<file path="src/rtl/mdu_pkg.sv">
// Shared encodings and constants for the multiply/divide unit.
package mdu_pkg;

  localparam logic [1:0] MDU_MULT  = 2'b00;
  localparam logic [1:0] MDU_MULTU = 2'b01;
  localparam logic [1:0] MDU_DIV   = 2'b10;
  localparam logic [1:0] MDU_DIVU  = 2'b11;

  localparam logic [1:0] ST_IDLE = 2'd0;
  localparam logic [1:0] ST_RUN  = 2'd1;
  localparam logic [1:0] ST_DONE = 2'd2;

  localparam int          MDU_ITER    = 32;
  localparam logic [31:0] MDU_DIV0_LO = 32'hFFFF_FFFF;

endpackage

</file>
<file path="src/rtl/mdu_sign_fix.sv">
// Signed-operand magnitude extraction and result sign restoration for MULT/DIV.
module mdu_sign_fix
  import mdu_pkg::*;
#(
  parameter int WIDTH = 32
) (
  input  logic [1:0]         op,
  input  logic [WIDTH-1:0]   src_a,
  input  logic [WIDTH-1:0]   src_b,
  output logic [WIDTH-1:0]   mag_a,
  output logic [WIDTH-1:0]   mag_b,
  output logic               sign_a,
  output logic               sign_b,
  input  logic               is_div,
  input  logic               neg_q,
  input  logic               neg_r,
  input  logic [2*WIDTH-1:0] raw,
  output logic [WIDTH-1:0]   res_hi,
  output logic [WIDTH-1:0]   res_lo
);

  logic               is_signed;
  logic [2*WIDTH-1:0] prod_fix;

  // Operand side uses the live request; result side uses flags latched at accept.
  always_comb begin
    is_signed = (op == MDU_MULT) || (op == MDU_DIV);
    sign_a    = is_signed && src_a[WIDTH-1];
    sign_b    = is_signed && src_b[WIDTH-1];
    mag_a     = sign_a ? -src_a : src_a;
    mag_b     = sign_b ? -src_b : src_b;
    prod_fix  = neg_q ? -raw : raw;
    if (is_div) begin
      res_hi = neg_r ? -raw[2*WIDTH-1:WIDTH] : raw[2*WIDTH-1:WIDTH];
      res_lo = neg_q ? -raw[WIDTH-1:0] : raw[WIDTH-1:0];
    end else begin
      res_hi = prod_fix[2*WIDTH-1:WIDTH];
      res_lo = prod_fix[WIDTH-1:0];
    end
  end

endmodule

</file>
<file path="src/rtl/mult_div_unit.sv">
// Iterative MULT/MULTU/DIV/DIVU unit writing architectural HI/LO, one iteration per cycle.
// Optional build macro MDU_EARLY_TERM_EN: multiplies stop once the remaining multiplier bits are zero.
module mult_div_unit
  import mdu_pkg::*;
#(
  parameter int WIDTH = 32,
  parameter int ITER  = MDU_ITER
) (
  input  logic             clk,
  input  logic             rst_n,
  input  logic             start,
  input  logic [1:0]       op,
  input  logic [WIDTH-1:0] src_a,
  input  logic [WIDTH-1:0] src_b,
  input  logic             hi_we,
  input  logic             lo_we,
  input  logic [WIDTH-1:0] wr_data,
  output logic             busy,
  output logic             done,
  output logic [WIDTH-1:0] hi,
  output logic [WIDTH-1:0] lo
);

  localparam int CNT_W = $clog2(ITER) + 1;

  logic [1:0]         state_r;
  logic [CNT_W-1:0]   cnt_r;
  logic [1:0]         op_r;
  logic               neg_q_r, neg_r_r, div0_r;
  logic [2*WIDTH-1:0] acc_r, mcand_r;
  logic [WIDTH-1:0]   mplier_r;
  logic               busy_r, done_r;
  logic [WIDTH-1:0]   hi_r, lo_r;

  logic               accept_s, last_s, early_s;
  logic [WIDTH-1:0]   mag_a_s, mag_b_s, res_hi_s, res_lo_s;
  logic               sign_a_s, sign_b_s;
  logic [WIDTH:0]     up_s, diff_s;
  logic [2*WIDTH-1:0] acc_nxt_s;

  assign accept_s = start && (state_r != ST_RUN);
  assign busy     = busy_r;
  assign done     = done_r;
  assign hi       = hi_r;
  assign lo       = lo_r;

  mdu_sign_fix #(.WIDTH(WIDTH)) u_sign_fix (
    .op     (op),
    .src_a  (src_a),
    .src_b  (src_b),
    .mag_a  (mag_a_s),
    .mag_b  (mag_b_s),
    .sign_a (sign_a_s),
    .sign_b (sign_b_s),
    .is_div (op_r[1]),
    .neg_q  (neg_q_r),
    .neg_r  (neg_r_r),
    .raw    (acc_nxt_s),
    .res_hi (res_hi_s),
    .res_lo (res_lo_s)
  );

  // Divide keeps {remainder, quotient} in acc_r with the divisor in mcand_r's low half.
  always_comb begin
    up_s   = acc_r[2*WIDTH-1:WIDTH-1];
    diff_s = up_s - {1'b0, mcand_r[WIDTH-1:0]};
    if (op_r[1]) begin
      if (up_s >= {1'b0, mcand_r[WIDTH-1:0]}) begin
        acc_nxt_s = {diff_s[WIDTH-1:0], acc_r[WIDTH-2:0], 1'b1};
      end else begin
        acc_nxt_s = {up_s[WIDTH-1:0], acc_r[WIDTH-2:0], 1'b0};
      end
    end else if (mplier_r[0]) begin
      acc_nxt_s = acc_r + mcand_r;
    end else begin
      acc_nxt_s = acc_r;
    end
  end

`ifdef MDU_EARLY_TERM_EN
  assign early_s = !op_r[1] && (mplier_r[WIDTH-1:1] == {(WIDTH-1){1'b0}});
`else
  assign early_s = 1'b0;
`endif
  assign last_s = (cnt_r == CNT_W'(ITER - 1)) || early_s;

  // Control FSM, datapath iteration and HI/LO register updates.
  always_ff @(posedge clk or negedge rst_n) begin
    if (!rst_n) begin
      state_r  <= ST_IDLE;
      cnt_r    <= {CNT_W{1'b0}};
      op_r     <= 2'b00;
      neg_q_r  <= 1'b0;
      neg_r_r  <= 1'b0;
      div0_r   <= 1'b0;
      acc_r    <= {(2*WIDTH){1'b0}};
      mcand_r  <= {(2*WIDTH){1'b0}};
      mplier_r <= {WIDTH{1'b0}};
      busy_r   <= 1'b0;
      done_r   <= 1'b0;
      hi_r     <= {WIDTH{1'b0}};
      lo_r     <= {WIDTH{1'b0}};
    end else begin
      done_r <= 1'b0;
      case (state_r)
        ST_IDLE, ST_DONE: begin
          if (accept_s) begin
            state_r  <= ST_RUN;
            busy_r   <= 1'b1;
            cnt_r    <= {CNT_W{1'b0}};
            op_r     <= op;
            neg_q_r  <= sign_a_s ^ sign_b_s;
            neg_r_r  <= sign_a_s;
            div0_r   <= op[1] && (src_b == {WIDTH{1'b0}});
            acc_r    <= op[1] ? {{WIDTH{1'b0}}, mag_a_s} : {(2*WIDTH){1'b0}};
            mcand_r  <= op[1] ? {{WIDTH{1'b0}}, mag_b_s} : {{WIDTH{1'b0}}, mag_a_s};
            mplier_r <= mag_b_s;
          end else begin
            state_r <= ST_IDLE;
            if (hi_we) hi_r <= wr_data;
            if (lo_we) lo_r <= wr_data;
          end
        end
        ST_RUN: begin
          acc_r    <= acc_nxt_s;
          mcand_r  <= op_r[1] ? mcand_r : (mcand_r << 1);
          mplier_r <= mplier_r >> 1;
          cnt_r    <= cnt_r + CNT_W'(1);
          if (last_s) begin
            state_r <= ST_DONE;
            busy_r  <= 1'b0;
            done_r  <= 1'b1;
            hi_r    <= res_hi_s;
            lo_r    <= div0_r ? MDU_DIV0_LO[WIDTH-1:0] : res_lo_s;
          end
        end
        default: begin
          state_r <= ST_IDLE;
          busy_r  <= 1'b0;
        end
      endcase
    end
  end

endmodule

</file>
<file path="config.mk">
export PLATFORM = sky130hd
export DESIGN_NAME = mult_div_unit
export DESIGN_NICKNAME = d
export VERILOG_FILES = /design/src/rtl/mdu_pkg.sv /design/src/rtl/mdu_sign_fix.sv /design/src/rtl/mult_div_unit.sv
export SDC_FILE = /design/constraint.sdc
export NUM_CORES = 1
export LEC_CHECK = 0
export ABC_CLOCK_PERIOD_IN_PS = 7000
export CAP_MARGIN = 20
export CELL_PAD_IN_SITES_DETAIL_PLACEMENT = 0
export CELL_PAD_IN_SITES_GLOBAL_PLACEMENT = 1
export CORE_MARGIN = 3
export CORE_UTILIZATION = 45
export DETAILED_ROUTE_END_ITERATION = 6
export GPL_ROUTABILITY_DRIVEN = 0
export PLACE_DENSITY_LB_ADDON = 0.1
export REMOVE_ABC_BUFFERS = 1
export SLEW_MARGIN = 15
export SYNTH_ARGS = -nofsm -noshare
export SYNTH_HDL_FRONTEND = slang
export SYNTH_SLANG_ARGS = --single-unit
export TNS_END_PERCENT = 20
</file>
<file path="constraint.sdc">
create_clock -name clk -period 7 [get_ports clk]
set_clock_uncertainty 0.1 [all_clocks]
set_input_delay 1.4 -clock clk [delete_from_list [all_inputs] [get_ports clk]]
set_output_delay 1.4 -clock clk [all_outputs]
set_load 0.02 [all_outputs]
</file>
==> results, run 1 <==
- The overall via count from detail_route is roughly 23000.
- Global routing finished with a remaining overflow of 0.
- The clock period could shrink to 6.30 ns.
- The half-perimeter wire length of the detailed placement result is 70.9 mm.
- Setup repair after global routing left no endpoint under its margin.
- The cell with the biggest individual delay on the critical path is nor4_1.
- After global routing, the most crowded layer is met2.
- Setup violations remaining at the end of the flow were counted as 0.
- The clock edge transition at the registers on the reported setup and hold paths is about 0.060 ns.
- Across the run, the number of max-cap violations was 0.
- The via count of the first global-routing pass is between 20000 and 25000.
- The register bit total from synthesis is 238.
- For the pin with the worst max-slew slack, the measured transition is 1.13 ns.
- The data required time of the critical path is between 7 and 8 ns.
- The number of antenna violations at the first check in global routing is 3.
- For this run, the leading register cell type out of synthesis is dfrtp_1.
- In the routed layout, each cell is associated on average with a via count of 6.69.
- The global routing met3 resource utilization is a little over a tenth.
- The synthesized netlist occupies a cell area of 21200 um^2.
- The die is roughly 220 um wide.
- Along the worst path, the maximum fanout reaches 10.
- After detailed routing, the total wire length is approximately 90 mm.
- Across all setup checks in the final design, the least slack found is roughly 0.7 ns.
- The worst-case clock buffer depth is 3.
- Once the floorplan was initialized, standard cells occupied 46.2% of the core.
- The count of clock tree sinks is ~240.
- For this run, design rule violations remaining after detail routing come to 6.
- The initialized floorplan defines 78 standard-cell rows.
- The unique cell type count in the Yosys netlist is 91.
- The post-CTS setup buffer count is 0.
- The count of nets left with antenna violations once routing finished came out at 0.
- For this run, global-route usage on met2 was measured as 50.4%.
- TritonCTS built the clock tree.
- The type of origin of the critical path is a flip-flop.
- Measured along the y axis, the die boundary spans 223 um.
- The mean instance size in the synthesized netlist is ~7.6 um^2.
- Timing analysis after detailed placement gives a worst setup slack of 0.737 ns.
- Dividing the detail-routed wire length by the instance count gives approximately 26 um.
- The area growth from synthesis to layout is 16.0%.
- The count of final max-slew check failures is 0.
- The maximum level of the CTS H-tree is 1.
- Derived from the worst setup path, the maximum achievable clock frequency is around 0.16 GHz.
- The met1 track utilization from global routing is around 48%.
- The checks that failed: design-rule violations.
- The flow ran to the end, but the final reports show violations.
- Hold repair after CTS inserted 0 buffers.
- The wire length of the first global-routing pass is approximately 140 mm.
- Before antenna repair, the detailed router went through 7 iterations.
- The root buffer cell is clkbuf_16.
- Hold is met by 0.377 ns.
- The total number of nets in the final design is slightly above 3000.
- The floorplan step defined a die boundary enclosing between 40000 and 50000 um^2.
- The path type of the worst setup path is reg2reg.
- The aggregate global-route resource usage is around a third.
- The final number of hold-violating endpoints came to 0.
- The number of buffers added on ports is ~170.
- The number of CTS-inserted buffers is 30.
- The initial DRC count is 3154.
- The worst min-delay path category is reg2reg.
- The data arrival at the endpoint of the critical path is 6.67 ns.
- The number of synthesized flops with an enable pin is 0.
- The clock reaches the later pin of the worst-skew pair after 0.59 ns.
- Walking the worst path, the cells encountered are inv_1 > ha_1 > a211oi_2 > o21ai_0 > a41oi_1 > o221ai_4 > o31ai_4 > ha_1 > nand2_1 > nor4_1 > nand4_1 > or3_1 > or4_1 > or3_1 > o31ai_1 > and2_1 > o2111a_1 > o211ai_1 > and3_1.
- Sorting the synthesized cells by area gives the leading types as dfrtp_1 (28%), nand2_1 (7.0%), o21ai_0 (6.8%).
- The kind of end point of the critical path is a flip-flop.
- The count of mapped cells out of synthesis is between 2000 and 3000.
- The highest cell delay on the worst timing path is ~0.50 ns.
- The cell type contributing the most total cell area after synthesis is dfrtp_1.
- The portion of the post-synthesis area used by sequential elements is 28.1%.
- The proportion of register bits with asynchronous set or reset after synthesis is 100%.
- Of the post-synthesis cell area, the dominant cell type holds between 20% and 30%.
- Pin placement for this block handled approximately 170 I/O pins.
- Measured against its own limit, the worst slew margin works out to approximately a quarter.
- The pin count of the biggest net entering global routing is around 160.
- The period utilization is 90.0%.
- The number of synthesis warnings is 0.
- The quantity of gates resized following cts is 0.
- The core area is between 40000 and 50000 um^2.
- The share of post-route cells with drive strength above 1 is 6.12%.
==> placed cells by master (no fill, tap or decap), types with 11 or more instances in the layout <==
cell type and count:
mux2i_1 35, clkbuf_16 31, nor2_1 192, inv_1 67, nand2_1 394, or3_1 33, clkdlybuf4s50_1 166, nor3_1 60
a221o_1 17, nand4_1 55, a211o_1 12, dfrtp_1 237, o211ai_1 50, nor4_1 19, ha_1 100, a31oi_1 39
o21ai_0 289, and2_1 12, a21oi_1 200, o31ai_1 31, a22o_1 21, buf_4 67, a211oi_1 55, nor2b_1 33
o22ai_1 33, o21a_1 27, xor2_1 75, nand2b_1 20, and4_1 12, o221ai_1 23, a22oi_1 53, nand3_1 50
and3_1 28, or4_1 13, or2_2 18, xnor2_1 84, a21o_1 38, o21ai_1 15, o21bai_1 11
==> metal layers <==
metal	part of all wire (%)	routed length, um	vias up
met5	0.015	14	-
met4	5.4	4970	2
met3	13	11600	259
met2	41	37100	1486
met1	41	37600	11100
li1	-	-	10500
==> synthesized netlist by cell type (33+ instances only) <==
library cell and n:
a31oi_1 39, xnor2_1 84, nand3_1 50, o211ai_1 50, a21oi_1 202, xor2_1 75, a22oi_1 53, a21o_1 38
nand4_1 55, nor3_1 60, mux2i_1 35, ha_1 100, nor2_1 196, or3_1 33, nand2_1 394, a211oi_1 55
nor2b_1 36, o21ai_0 289, dfrtp_1 238, clkbuf_1 157, o22ai_1 33, inv_1 67
==> per-stage QoR <==
step	util [%]	instances	setup TNS, ns	area, um^2
5_1_grt	53.6	3490	0	24600
4_1_cts	53.5	3489	0	24600
3_5_place_dp	51.3	3437	0	23600
2_1_floorplan	-	2601	-471.80	20500
3_3_place_gp	51.3	3437	0	23600
6_report	53.6	3492	0	24600
==> cell type report <==
type,count,area [um^2]
antenna,2,5.00
clock buffer,41,863
clock inverter,11,188
fill,4359,21300
inverter,68,255
multi-input combinational,2295,14400
sequential,238,5960
tap,600,751
timing repair buffer,237,2210
==> sequential cells by signal (all words and copies together), names as in the netlist <==
name and count:
acc_r 64, busy 1, cnt_r 6, div0_r 1, done 1, hi 32
lo 32, mcand_r 64, mplier_r 32, neg_q_r 1, neg_r_r 1, op_r 1
state_r 2
==> critical path, delay by kind of cell, from the launching register on <==
family | cells | cell delay [ns]
AOI/OAI and AO/OA | 8 | 2.34
and+or+nand+nor | 8 | 2.55
DFF | 1 | 0.39
adders and majority gates | 2 | 0.69
buffers and inverters | 1 | 0.11
==> cells by family (layout without fill, tap and decap cells) <==
group	after synthesis	after routing	synth area share [%]
muxes	40	40	1.92
and+or+nand+nor	984	984	22.1
DFF	238	238	28.1
xor gates and xnor gates	159	159	6.56
adders and majority gates	102	102	6.08
AOI/OAI and AO/OA	1010	1010	30.9
buffers and inverters	246	357	4.43
other	0	2	0
==> final timing paths <==
path                                    startpoint                       to  slack, ns  cells past startpoint
min                             hi[25]$_DFFE_PN0P_       hi[25]$_DFFE_PN0P_       0.38                      2
max                        mcand_r[26]$_DFFE_PN0P_       hi[30]$_DFFE_PN0P_       0.70                     19
min in group asynchronous                    rst_n        lo[5]$_DFFE_PN0P_       0.70                      1
max in group asynchronous                    rst_n  mcand_r[52]$_DFFE_PN0P_       4.80                      2
min reg2reg                     hi[25]$_DFFE_PN0P_       hi[25]$_DFFE_PN0P_       0.38                      2
max reg2reg                mcand_r[26]$_DFFE_PN0P_       hi[30]$_DFFE_PN0P_       0.70                     19
Power of run 1 is left out: the tool's default activity adds up to more than one toggle a clock period on the data nets, which glitch-free logic cannot reach.
==> run 2, diff against run 1 <==
- CORE_MARGIN: 3 -> 1.5
==> results, run 2 (same netlist as run 1, synthesis figures left out) <==
- The flow ran to the end, and the final reports show no timing, DRC or antenna violations.
- The maximum level of the CTS H-tree is 1 (unchanged).
- The number of antenna violations at the first check in global routing was 0 (-3).
- The count of clock tree sinks was 238 (unchanged).
- The wire length reported by the detailed router was 92.3 mm (+1.0%).
- The signal on the critical path passes through inv_1 > ha_1 > a21o_1 > a311o_1 > a21bo_1 > o31a_4 > o31ai_4 > ha_1 > nand2_1 > nor4_1 > nand4_1 > or3_1 > or4_1 > or3_1 > o31ai_1 > and2_1 > o2111a_1 > o211ai_1 > and3_1.
- The wire length of the first global-routing pass is 137 mm (+0.57%).
- The aggregate global-route resource usage is 37.4% (+2.2 points).
- Tracing the worst setup path back leads to its startpoint at mcand_r[7]$_DFFE_PN0P_.
- The worst relative slew slack is 21.4% (-2.7 points).
- In the layout the commonest cells are nand2_1 (394), o21ai_0 (289), dfrtp_1 (237), a21oi_1 (200), nor2_1 (192).
- The count of final max-slew check failures is 0 (unchanged).
- The transition time of the tightest slew-check pin is 1.18 ns (+0.0517 ns).
- The initial DRC count is 3369 (+6.8%).
- The number of buffers added on ports is 168 (unchanged).
- The clock period minus final worst setup slack came to 6.35 ns (+0.0471 ns).
- The overall die area was 48500 um^2 (-2.7%).
- The starting utilization of the core area was 45.6% (-0.58 points).
- The core area is 46600 um^2 (+1.3%).
- The half-perimeter wire length of the detailed placement result came to 71.1 mm (+0.22%).
- The cell count of the worst hold path is 2 (unchanged).
- The data arrival at the endpoint of the critical path is 6.73 ns (+0.06 ns).
- The worst setup path is captured at a flip-flop.
- The largest registers in the layout are acc_r: 64 flops, mcand_r: 64 flops.
- The final number of hold-violating endpoints is 0 (unchanged).
- The data required time of the critical path is 7.38 ns (about the same).
- The period utilization was 90.7% (+0.67 points).
- The pin count of the biggest net entering global routing came to 123 (-21%).
- The critical path in this run is classified as reg2reg.
- The share of post-route cells with drive strength above 1 was 6.02% (-0.10 points).
- The cell with the biggest individual delay on the critical path is nor4_1.
- The count of final setup violators came to 0 (unchanged).
- The root buffer cell chosen for the clock tree is clkbuf_16.
- The number of detailed-route iterations in the first pass is 7 (unchanged).
- The DRC violation count after routing is 0 (-6).
- The average routed wire per standard cell is 26.4 um (+0.93%).
- The worst setup path is launched from a flip-flop.
- The count of nets left with antenna violations after detail routing is 0 (unchanged).
- The worst-case clock buffer depth is 3 (unchanged).
- The overall via count from detail_route is 23400 (+0.26%).
- The post-CTS setup buffer count was 0 (unchanged).
- The total number of nets in the final design is 3072 (-0.098%).
- The logic depth of the worst setup path including buffers was 19 (unchanged).
- Setup repair after global routing left no endpoint under its margin.
- The number of CTS-inserted buffers is 29 (-3.3%).
- The worst min-delay path category is reg2reg.
- The number of placement rows is 79 (+1.3%).
- The setup TNS was 0 ns (unchanged).
- The quantity of gates resized following cts is 0 (unchanged).
- The area growth from synthesis to layout is 15.7%.
- The maximum frequency from static timing analysis is 0.158 GHz (-0.74%).
- The maximum fanout count along the critical path is 8 (-2).
- The die height is 220 um (-1.3%).
- The later-pin clock latency in the skew report came to 0.60 ns (about the same).
- The startpoint of the lowest-slack hold path is hi[21]$_DFFE_PN0P_.
- The TritonCTS clock tree is built.
- The number of placed I/O pins came to 169 (unchanged).
- The number of cells traversed by the worst register-to-register path came to 19 (unchanged).
- The sum of overflow across all layers after global routing is 0 (unchanged).
- The number of hold buffers added after CTS is 0 (unchanged).
- The worst register-to-register path begins at mcand_r[7]$_DFFE_PN0P_.
- The via count of the first global-routing pass came to 21500 (-0.81%).
- The most common cell after layout, fill and taps aside is nand2_1.
- The clock edge transition at the registers on the reported setup and hold paths is 0.07 ns (about the same).
- The count of maximum capacitance violations is 0 (unchanged).
- The detail-routed via count per cell is 6.70 (+0.15%).
- The highest cell delay on the worst timing path came to 0.52 ns (+0.02 ns).
- The sum of buffers and inverters on the critical path is 1 (unchanged).
- The width of the die came to 220 um (-1.3%).
- The number of diodes added for antenna fixing is 0 (-2).
- The critical path's top delay family is simple AND/OR/NAND/NOR gates.
## run 2: cell count changes in the layout (fill, tap and decap cells not counted), moves of 2 or more
cell,delta
clkinvlp_4,+3
clkbuf_16,-2
clkbuf_1,+2
clkbuf_8,+2
diode_2,-2
## run 2: worst min-delay path: cells and delay by family (launching register included)
kind | cells | cell delay (ns)
simple gates | 2 | 0.11
flops | 1 | 0.34
## run 2: worst paths after layout
path | end | slack [ns]
max in group asynchronous | mplier_r[28]$_DFFE_PN0P_ | 4.83
min in group asynchronous | hi[7]$_DFFE_PN0P_ | 0.76
hold / removal | hi[21]$_DFFE_PN0P_ | 0.38
setup reg to reg | hi[30]$_DFFE_PN0P_ | 0.65
hold reg to reg | hi[21]$_DFFE_PN0P_ | 0.38
setup / recovery | hi[30]$_DFFE_PN0P_ | 0.65
## run 2: cell type report
class | count | area [um^2]
fillers | 4608 | 22000
well taps | 607 | 759
flip-flops and latches | 238 | 5960
clock inverters | 10 | 158
inverters | 68 | 255
repair buffers | 235 | 2200
clock buffers | 43 | 848
multi-input cells | 2295 | 14400
## run 2: metal layers
metal,global-route usage (%),part of all wire (%),routed length (um)
met5,0,0,0
met4,17.6,5.5,5100
met3,9.68,13,11800
met2,53.7,40,37200
met1,52.1,41,38100
## run 2: stage by stage
| stage | util (%) | hold slack (ns) | worst slack, ns | area [um^2] | cells |
|---|---|---|---|---|---|
| floorplan | - | 0.359 | -4.64 | 20500 | 2601 |
| global placement | 50.6 | 0.362 | 0.918 | 23600 | 3443 |
| detailed placement | 50.6 | 0.366 | 0.799 | 23600 | 3443 |
| CTS | 52.8 | 0.379 | 0.786 | 24600 | 3496 |
| global route | 52.8 | 0.407 | 0.371 | 24600 | 3496 |
| finish | 52.8 | 0.379 | 0.652 | 24600 | 3496 |
Power of run 2 is left out for the same reason.
